## config.mk

```make
export PLATFORM = sky130hd
export DESIGN_NAME = tomasulo_issue_unit
export DESIGN_NICKNAME = d
export VERILOG_FILES = /design/src/rtl/tomasulo_issue_unit.sv
export SDC_FILE = /design/constraint.sdc
export NUM_CORES = 1
export LEC_CHECK = 0
export CORE_MARGIN = 3
export CORE_UTILIZATION = 44
export CTS_CLUSTER_SIZE = 8
export DETAILED_ROUTE_END_ITERATION = 10
export HOLD_SLACK_MARGIN = 0.02
export PLACE_DENSITY = 0.66
export SETUP_SLACK_MARGIN = 0.5
export SKIP_LAST_GASP = 1
export SLEW_MARGIN = 5
export SYNTH_ARGS = -nofsm -noshare
export SYNTH_HDL_FRONTEND = slang
export SYNTH_SLANG_ARGS = --single-unit
```

## constraint.sdc

```tcl
create_clock -name clk1 -period 4.4 [get_ports clk1]
set_input_delay 0.88 -clock clk1 [delete_from_list [all_inputs] [get_ports clk1]]
set_output_delay 0.88 -clock clk1 [all_outputs]
set_load 0.02 [all_outputs]
```

## src/rtl/tomasulo_issue_unit.sv

```systemverilog
// In-order issue stage: classifies one decoded instruction per cycle, allocates ROB tag + RS slot, renames operands.
// Latency: fire in cycle N -> iss_valid and all iss_* fields in cycle N+1 (one-cycle pulse).
// Backpressure: in_ready drops while flushing, when the ROB is full, or when the target RS class is full; no full-bypass.
module tomasulo_issue_unit #(
  parameter int ROB_DEPTH    = 8,
  parameter int RS_PER_CLASS = 3,
  parameter int NREG         = 16,
  parameter int TAG_W        = $clog2(ROB_DEPTH),
  parameter int CNT_W        = $clog2(RS_PER_CLASS + 1)
) (
  input  logic             clk1,
  input  logic             rst_n,
  input  logic             in_valid,
  output logic             in_ready,
  input  logic [3:0]       in_func,
  input  logic [3:0]       in_rs1,
  input  logic [3:0]       in_rs2,
  input  logic [3:0]       in_rd,
  input  logic [7:0]       in_addr,
  output logic             iss_valid,
  output logic [2:0]       iss_class,
  output logic [TAG_W-1:0] iss_tag,
  output logic [3:0]       iss_func,
  output logic [3:0]       iss_rd,
  output logic [7:0]       iss_addr,
  output logic             iss_rs1_busy,
  output logic             iss_rs2_busy,
  output logic [TAG_W-1:0] iss_rs1_tag,
  output logic [TAG_W-1:0] iss_rs2_tag,
  input  logic [2:0]       rs_free,
  input  logic             commit_valid,
  input  logic             flush,
  output logic [TAG_W:0]   rob_count,
  output logic [CNT_W-1:0] add_count,
  output logic [CNT_W-1:0] mul_count,
  output logic [CNT_W-1:0] bch_count,
  output logic             stall_rob,
  output logic             stall_rs
);

  localparam logic [TAG_W:0]   ROB_CAP = (TAG_W + 1)'(ROB_DEPTH);
  localparam logic [CNT_W-1:0] RS_CAP  = CNT_W'(RS_PER_CLASS);

  // Pointers carry one extra wrap bit so full and empty are distinguishable.
  logic [TAG_W:0]   head_q, tail_q;
  logic [3:0]       rob_rd [ROB_DEPTH];
  logic [NREG-1:0]  reg_busy;
  logic [TAG_W-1:0] reg_tag [NREG];
  logic [CNT_W-1:0] cnt_q [3];

  logic [2:0]       cls_oh;
  logic [CNT_W-1:0] cls_cnt;
  logic             rob_full, cls_full, fire, commit_en, commit_clr;
  logic [TAG_W-1:0] head_idx, tail_idx;
  logic [3:0]       commit_rd;
  logic             rs1_busy, rs2_busy;

  function automatic logic [CNT_W-1:0] next_cnt(input logic [CNT_W-1:0] cnt,
                                                input logic inc, input logic dec);
    logic [CNT_W-1:0] n;
    n = cnt;
    if (inc && !dec)
      n = cnt + 1'b1;
    else if (dec && !inc && cnt != '0)
      n = cnt - 1'b1;
    return n;
  endfunction

  always_comb begin
    cls_oh = 3'b100;
    if (!in_func[3])
      cls_oh = 3'b001;
    else if (!in_func[2])
      cls_oh = 3'b010;
  end

  assign cls_cnt   = cls_oh[0] ? cnt_q[0] : (cls_oh[1] ? cnt_q[1] : cnt_q[2]);
  assign rob_count = tail_q - head_q;
  assign rob_full  = (rob_count == ROB_CAP);
  assign cls_full  = (cls_cnt >= RS_CAP);
  assign in_ready  = !flush && !rob_full && !cls_full;
  assign fire      = in_valid && in_ready;
  assign stall_rob = in_valid && rob_full;
  assign stall_rs  = in_valid && !rob_full && cls_full;

  assign head_idx  = head_q[TAG_W-1:0];
  assign tail_idx  = tail_q[TAG_W-1:0];
  assign commit_en = commit_valid && (rob_count != '0);
  assign commit_rd = rob_rd[head_idx];
  // Only release the register if no younger producer has renamed it since.
  assign commit_clr = commit_en && reg_busy[commit_rd] && (reg_tag[commit_rd] == head_idx);

  // Lookups use pre-update state, with the same-cycle commit release bypassed in.
  assign rs1_busy = reg_busy[in_rs1] && !(commit_clr && in_rs1 == commit_rd);
  assign rs2_busy = reg_busy[in_rs2] && !(commit_clr && in_rs2 == commit_rd);

  assign add_count = cnt_q[0];
  assign mul_count = cnt_q[1];
  assign bch_count = cnt_q[2];

  always_ff @(posedge clk1) begin
    if (fire)
      rob_rd[tail_idx] <= in_rd;
  end

  always_ff @(posedge clk1 or negedge rst_n) begin
    if (!rst_n) begin
      head_q       <= '0;
      tail_q       <= '0;
      reg_busy     <= '0;
      for (int i = 0; i < NREG; i++) reg_tag[i] <= '0;
      for (int k = 0; k < 3; k++) cnt_q[k] <= '0;
      iss_valid    <= 1'b0;
      iss_class    <= '0;
      iss_tag      <= '0;
      iss_func     <= '0;
      iss_rd       <= '0;
      iss_addr     <= '0;
      iss_rs1_busy <= 1'b0;
      iss_rs2_busy <= 1'b0;
      iss_rs1_tag  <= '0;
      iss_rs2_tag  <= '0;
    end else if (flush) begin
      head_q       <= '0;
      tail_q       <= '0;
      reg_busy     <= '0;
      for (int k = 0; k < 3; k++) cnt_q[k] <= '0;
      iss_valid    <= 1'b0;
      iss_class    <= '0;
      iss_tag      <= '0;
      iss_func     <= '0;
      iss_rd       <= '0;
      iss_addr     <= '0;
      iss_rs1_busy <= 1'b0;
      iss_rs2_busy <= 1'b0;
      iss_rs1_tag  <= '0;
      iss_rs2_tag  <= '0;
    end else begin
      if (fire)
        tail_q <= tail_q + 1'b1;
      if (commit_en)
        head_q <= head_q + 1'b1;
      // A rename by this cycle's fire wins over the commit release.
      if (commit_clr && !(fire && in_rd == commit_rd))
        reg_busy[commit_rd] <= 1'b0;
      if (fire) begin
        reg_busy[in_rd] <= 1'b1;
        reg_tag[in_rd]  <= tail_idx;
      end
      for (int k = 0; k < 3; k++)
        cnt_q[k] <= next_cnt(cnt_q[k], fire && cls_oh[k], rs_free[k]);
      iss_valid    <= fire;
      iss_class    <= fire ? cls_oh : 3'b000;
      iss_tag      <= fire ? tail_idx : '0;
      iss_func     <= fire ? in_func : '0;
      iss_rd       <= fire ? in_rd : '0;
      iss_addr     <= fire ? in_addr : '0;
      iss_rs1_busy <= fire && rs1_busy;
      iss_rs2_busy <= fire && rs2_busy;
      iss_rs1_tag  <= (fire && rs1_busy) ? reg_tag[in_rs1] : '0;
      iss_rs2_tag  <= (fire && rs2_busy) ? reg_tag[in_rs2] : '0;
    end
  end

endmodule
```

# ---- After elaboration in Yosys (flattened, before gate mapping)
# Memory sizes are Yosys's and may differ from the RTL's.
# Cells that the tools add are included.
dict set report classes {
  add_sub_neg 9
  n_lt_le_gt_ge 12
  n_eq_ne 5
  n_mux 60
  bitwise_logic 8
  n_reduce_logical 54
}
# operator count
set op_table {}
lappend op_table {{16-bit two-way mux} 4}
lappend op_table {{3-bit two-way mux} 17}
lappend op_table {{48-bit bitwise mux} 1}
lappend op_table {{3-bit binary-select mux with 4-bit select} 3}
lappend op_table {{1-bit logical AND} 32}
lappend op_table {{4-bit two-way mux} 8}
lappend op_table {{5-bit greater-or-equal comparator (second input constant)} 4}
lappend op_table {{4-bit by 5-bit less-than comparator with 1-bit output (second input constant)} 4}
lappend op_table {{4-bit inverter with 5-bit output} 4}
lappend op_table {{16-bit bitwise AND} 1}
lappend op_table {{2-bit two-way mux} 8}
lappend op_table {{8-bit two-way mux} 2}
lappend op_table {{16-bit inverter} 1}
lappend op_table {{16-bit OR} 1}
lappend op_table {{1-bit binary-select mux with 4-bit select} 3}
lappend op_table {{3-bit demux with 4-bit select} 1}
lappend op_table {{4-bit == test} 3}
lappend op_table {{1-bit zero test} 12}
lappend op_table {{1-bit two-way mux} 10}
lappend op_table {{2-bit nonzero test} 5}
lappend op_table {{3-bit nonzero test} 3}
lappend op_table {{4-bit by 1-bit adder with 4-bit output (second input constant)} 2}
lappend op_table {{1-bit demux with 4-bit select} 2}
lappend op_table {{4-bit by 1-bit greater-or-equal comparator with 1-bit output (second input constant)} 2}
lappend op_table {{11 further kinds} 15}
dict set report word_totals {
  register_bits 109
  mem_bits_rw 32
  output_inout_bits 44
  elab_cells 181
  memories 1
}
# name words word_bits read_ports rd_clocked_by_memory_dff wr line
set memory_table {}
lappend memory_table {rob_rd 8 4 1 0 1 46} ;# logic [3:0] rob_rd [ROB_DEPTH];

# ---- Logic depth before layout (Yosys ltp)
dict set report logic_depth {
  depth_word 16
  depth_mapped 15
  ltp_nobuf 12
}

# ---- Worst setup path before layout
# No wires, ideal clock.
dict set report synth_timing {
  kind {reg2reg}
  start {register tail_q[0]}
  end {memory rob_rd[4][0] (enable)}
  arrival_ps 3958
  required_time_ps 4023
  path_slack_ps 65
  stages_incl_launch_ff 14
  period_less_slack_ps 4335
  path_cell_list {dfrtp_1 -> clkbuf_1 -> inv_1 -> clkbuf_1 -> ha_1 -> inv_1 -> fa_1 -> xor2_1 -> nor3_1 -> and3_1 -> nor4b_2 -> clkbuf_1 -> clkbuf_1 -> nor4bb_1}
}
dict set report synth_between {
  elab_chain_len 8
}
# item line
set synth_lines {}
lappend synth_lines {{start, declared} 45} ;# logic [TAG_W:0] head_q, tail_q;
lappend synth_lines {{start signal, assigned} 140} ;# tail_q <= tail_q + 1'b1;
lappend synth_lines {{4-bit subtractor} 78} ;# assign rob_count = tail_q - head_q;
lappend synth_lines {{named net rob_count[2]} 33} ;# output logic [TAG_W:0] rob_count,
lappend synth_lines {{4-bit == test} 79} ;# assign rob_full = (rob_count == ROB_CAP);
lappend synth_lines {{1-bit zero test} 81} ;# assign in_ready = !flush && !rob_full && !cls_full;
lappend synth_lines {{1-bit logical AND (2 in a row)} 81}
lappend synth_lines {{1-bit logical AND} 82} ;# assign fire = in_valid && in_ready;
lappend synth_lines {{1-bit two-way mux} 102} ;# if (fire)
lappend synth_lines {{1-bit two-way mux (not written as such)} 103} ;# rob_rd[tail_idx] <= in_rd;
lappend synth_lines {{end, declared} 46}
# The timed path passes the listed nets, and every way through them passes these cells.

# ---- Final worst setup path
dict set report layout_timing {
  start {register head_q[1]}
  end {register reg_busy[9]}
}
dict set report layout_between {
  elab_chain_len 14
}
# item line
set layout_lines {}
lappend layout_lines {{start, declared} 45}
lappend layout_lines {{start signal, assigned} 142} ;# head_q <= head_q + 1'b1;
lappend layout_lines {{parallel branches: the longest is 12 deep, another holds 4-bit by 5-bit less-than comparator with 1-bit output} n/a}
lappend layout_lines {{16-bit two-way mux (*)} 146} ;# if (fire) begin
lappend layout_lines {{16-bit two-way mux (*)} 123} ;# end else if (flush) begin
lappend layout_lines {{end signal, assigned} 126} ;# reg_busy <= '0;
lappend layout_lines {{end signal, assigned by index} 145} ;# reg_busy[commit_rd] <= 1'b0;
lappend layout_lines {{end signal, assigned by index} 147} ;# reg_busy[in_rd] <= 1'b1;
lappend layout_lines {{end, declared} 47} ;# logic [NREG-1:0] reg_busy;
# Mark *: on every way between the ends. The select of a mux whose other input is x is not followed.
# A chain may end at the register's enable or synchronous reset.

==> results.md <==
* Clock Tree Buf Depth at 2
* Avg Synthesized Cell Area at 12.61 µm²
* GRT Overall Usage at 22.40%
* Rel. slew slack at 39.56%
* Post-route cell area at 9387 µm²
* Die area at 19200 µm²
* CP endpoint kind: flop
* Port Buffers at 75
* Static Leak at 3.782 nW
* Top-area cell type share of the netlist area at 35.28%
* DR DRC count at 0
* Yosys reg bits at 141
* DRT iter0 DRCs at 576
* RD Place Congestion at 0.9796
* Starting Density at 45.81%
* Final Max Tran Viols at 0
* Final min period at 3915 ps
* Fin. Hold Viols at 0
* Post-route insts no fill at 931
* Fin nets at 736
* Max cap viols at 0
* DP Cell Count at 894
* Worst-skew pair later-pin latency at 430 ps
* Delay of the slowest critical-path stage at 590 ps
* Critical Path Source Type: flop
* Post-synth EDFFs at 32
* FILL cells at 1387
* Setup CP Type: reg2reg
* Die width at 138.6 µm
* Total Power at 4.535 mW
* Core Area at 16880 µm²
* Hpwl dp at 15200 µm
* Antenna violations before repair at 0
* Io pins at 76
* H-Tree Depth at 4
* Cells taking the most area after synthesis: dfrtp_1 (35%), mux4_2 (13%), edfxtp_1 (12%), mux2_2 (5.8%), mux2i_1 (4.9%)
* Critical Path Start: head_q[1]
* Post-Synthesis Net Count at 651
* Worst vdd ir at 0.3942 mV
* Worst hold path type: reg2reg
* Total CTS buffers at 17
* Die Span Y at 138.6 µm
* Synth unique cells at 64
* Fin crit share at 88.97%
* Worst R2R Start: head_q[1]
* WL final at 21100 µm
* Core Util, Final at 55.62%
* Share of cells above drive strength 1 at 23.21%
* Yosys synthesis warning count at 0
* Crit-path cells: buf_4, and2_1, a22oi_1, and2_1, buf_4, a2111oi_0, a31o_1, nor4b_2, xor2_2, nor4_2, a221oi_1
* Achievable Freq at 255.5 MHz
* Status: complete, no violations
* Top_reg_cell synth: dfrtp_1
* Total gr overflow at 0
* Worst clock skew at 8.807 ps
* # rows at 47
* Worst-path clk slew at 60 ps
* DR vias at 5712
* Pwr dens at 483.2 nW/µm²
* Crit-path max FO at 17
* First-pass DRT Iterations at 5
* Final setup viols at 0
* Largest net degree at the start of global routing at 68
* Async SR Flop Fraction at 77.30%
* Global-route wire length before repair at 33530 µm
* Area Growth Syn to Fin at 21.41%
* Leading area contributor after synthesis: dfrtp_1
* Sequential-to-total area share from yosys stat at 47.71%
* N_diodes at 0
* Antenna Nets Post-Route at 0
* Cell Area, Synth at 7731 µm²
* Setup TNS at 0 ps
* Hold path start: reg_tag[0]
* Wire per inst at 22.67 µm
* RSZ-0062 raised after global routing: true
* TritonCTS clock tree: done
* Cells after Synth at 613
* Highest-delay cell along the critical path: nor4_2
* Clock sinks at 141
* Worst slew pin tran at 906.6 ps
* Root buf cell: clkbuf_16
* Via-to-Cell Ratio at 6.135
* WP data arrival at 4200 ps
* Placed cell areas at 8756 µm²
* Vias in the first global route at 5777
* Worst EP required at 4680 ps
## cell families after synthesis
kind of cell / count (synthesis) / synth area share (%)
adders and majority gates: 6 / 1.068
DFF: 141 / 47.71
buffers and inverters: 51 / 3.350
AOI/OAI and AO/OA: 78 / 6.959
and+or+nand+nor: 191 / 14.23
xor gates and xnor gates: 25 / 3.415
muxes: 121 / 23.27
## worst paths after layout
path	depth (start not counted)	slack [ps]	end
max	11	490	reg_busy[9]
min	2	550	reg_tag[0]
max reg2reg	11	490	reg_busy[9]
min reg2reg	2	550	reg_tag[0]
max in group asynchronous	2	2980	iss_func[0]
min in group asynchronous	1	570	reg_busy[11]
## cell type report
cell class / count / area (µm²) / area share [%]
Multi-Input combinational cell: 421 / 3831 / 40.82
Inverter: 16 / 67.56 / 0.7198
Clock buffer: 19 / 432.9 / 4.612
Timing Repair Buffer: 101 / 947.2 / 10.09
Tap cell: 220 / 275.3 / 2.933
Clock inverter: 13 / 140.1 / 1.493
Sequential cell: 141 / 3692 / 39.34
## sequential cells by signal, indices dropped and copies added (netlist names)
register and cells:
reg_tag 48, rob_rd 32, reg_busy 16, iss_addr 8, head_q 4, iss_func 4
iss_rd 4, tail_q 4, iss_class 3, iss_rs1_tag 3, iss_rs2_tag 3, iss_tag 3
add_count 2, bch_count 2, mul_count 2, iss_rs1_busy 1, iss_rs2_busy 1, iss_valid 1
## cells in the mapped netlist (2+ instances only)
| library cell | n |
|---|---|
| a311oi_1 | 9 |
| a21oi_1 | 9 |
| nor2b_1 | 18 |
| nor3_1 | 9 |
| a22oi_1 | 4 |
| nor4_1 | 3 |
| and2_1 | 23 |
| nand4_1 | 7 |
| a31oi_1 | 5 |
| a211oi_1 | 4 |
| nor4b_2 | 2 |
| buf_2 | 2 |
| buf_1 | 6 |
| ha_1 | 5 |
| nor3b_1 | 13 |
| dfrtp_1 | 109 |
| and3_1 | 4 |
| o21ai_0 | 23 |
| nand3b_1 | 9 |
| xor2_1 | 6 |
| inv_1 | 15 |
| nand2_1 | 42 |
| edfxtp_1 | 32 |
| nor2_1 | 24 |
| o2111ai_1 | 2 |
| mux2_2 | 40 |
| nand3_1 | 21 |
| mux4_2 | 43 |
| nor4_2 | 6 |
| or3_1 | 2 |
| buf_6 | 6 |
| o22ai_1 | 5 |
| a221oi_1 | 3 |
| xnor2_1 | 16 |
| xnor2_4 | 2 |
| clkbuf_1 | 19 |
| mux2i_1 | 38 |
## critical path: cells and delay by family (launching register included)
kind	cells	cell delay, ps
xor gates and xnor gates	1	250
and+or+nand+nor	4	1500
DFF	1	420
buffers and inverters	2	470
AOI/OAI and AO/OA	4	1110
## cells in the final DEF, fill, tap and decap left out, drive strengths merged, types with 3 or more instances in the layout
master,n
a31oi,5
o22ai,5
nand4,7
ha,5
nand2,42
buf,27
xor2,7
a21oi,9
nor2,24
and3,4
a211oi,4
a221oi,3
mux2i,38
inv,17
clkdlybuf4s50,71
o21ai,23
a311oi,9
nand3b,9
nor2b,18
nand3,21
clkinv,6
mux2,40
or3,3
a22oi,5
clkinvlp,4
clkbuf,19
xnor2,18
dfrtp,109
nor3,9
mux4,43
and2,24
nor4b,3
edfxtp,32
nor3b,13
nor4,9
## what timing repair did
action	in CTS	in global routing
resized for setup	7	2
buffers inserted	5	0
hold buffers	0	0
pin swaps	0	0
setup endpoints to repair	26	13
cloned	0	0
## per-layer routing
layer / wire, µm / up-vias / GRT usage, %
met3: 1639 / 48 / 6.000
met2: 9645 / 274 / 33.20
met5: 0 / - / 0
met4: 544 / 0 / 8.684
li1: - / 2485 / -
met1: 9273 / 2905 / 31.72
## stage by stage
stage / hold WS, ps / worst slack [ps]
global placement: 509.4 / 506.9
detailed placement: 534.0 / 408.3
CTS: 549.3 / 474.5
finish: 546.7 / 485.5
floorplan: 476.0 / 527.1
global route: 576.8 / 406.5
## power by group
group | switching (mW) | internal (mW)
Sequential | 0.113 | 1.45
Combinational | 0.925 | 0.636
Clock | 0.572 | 0.838
(Power assumes the default switching activity.)
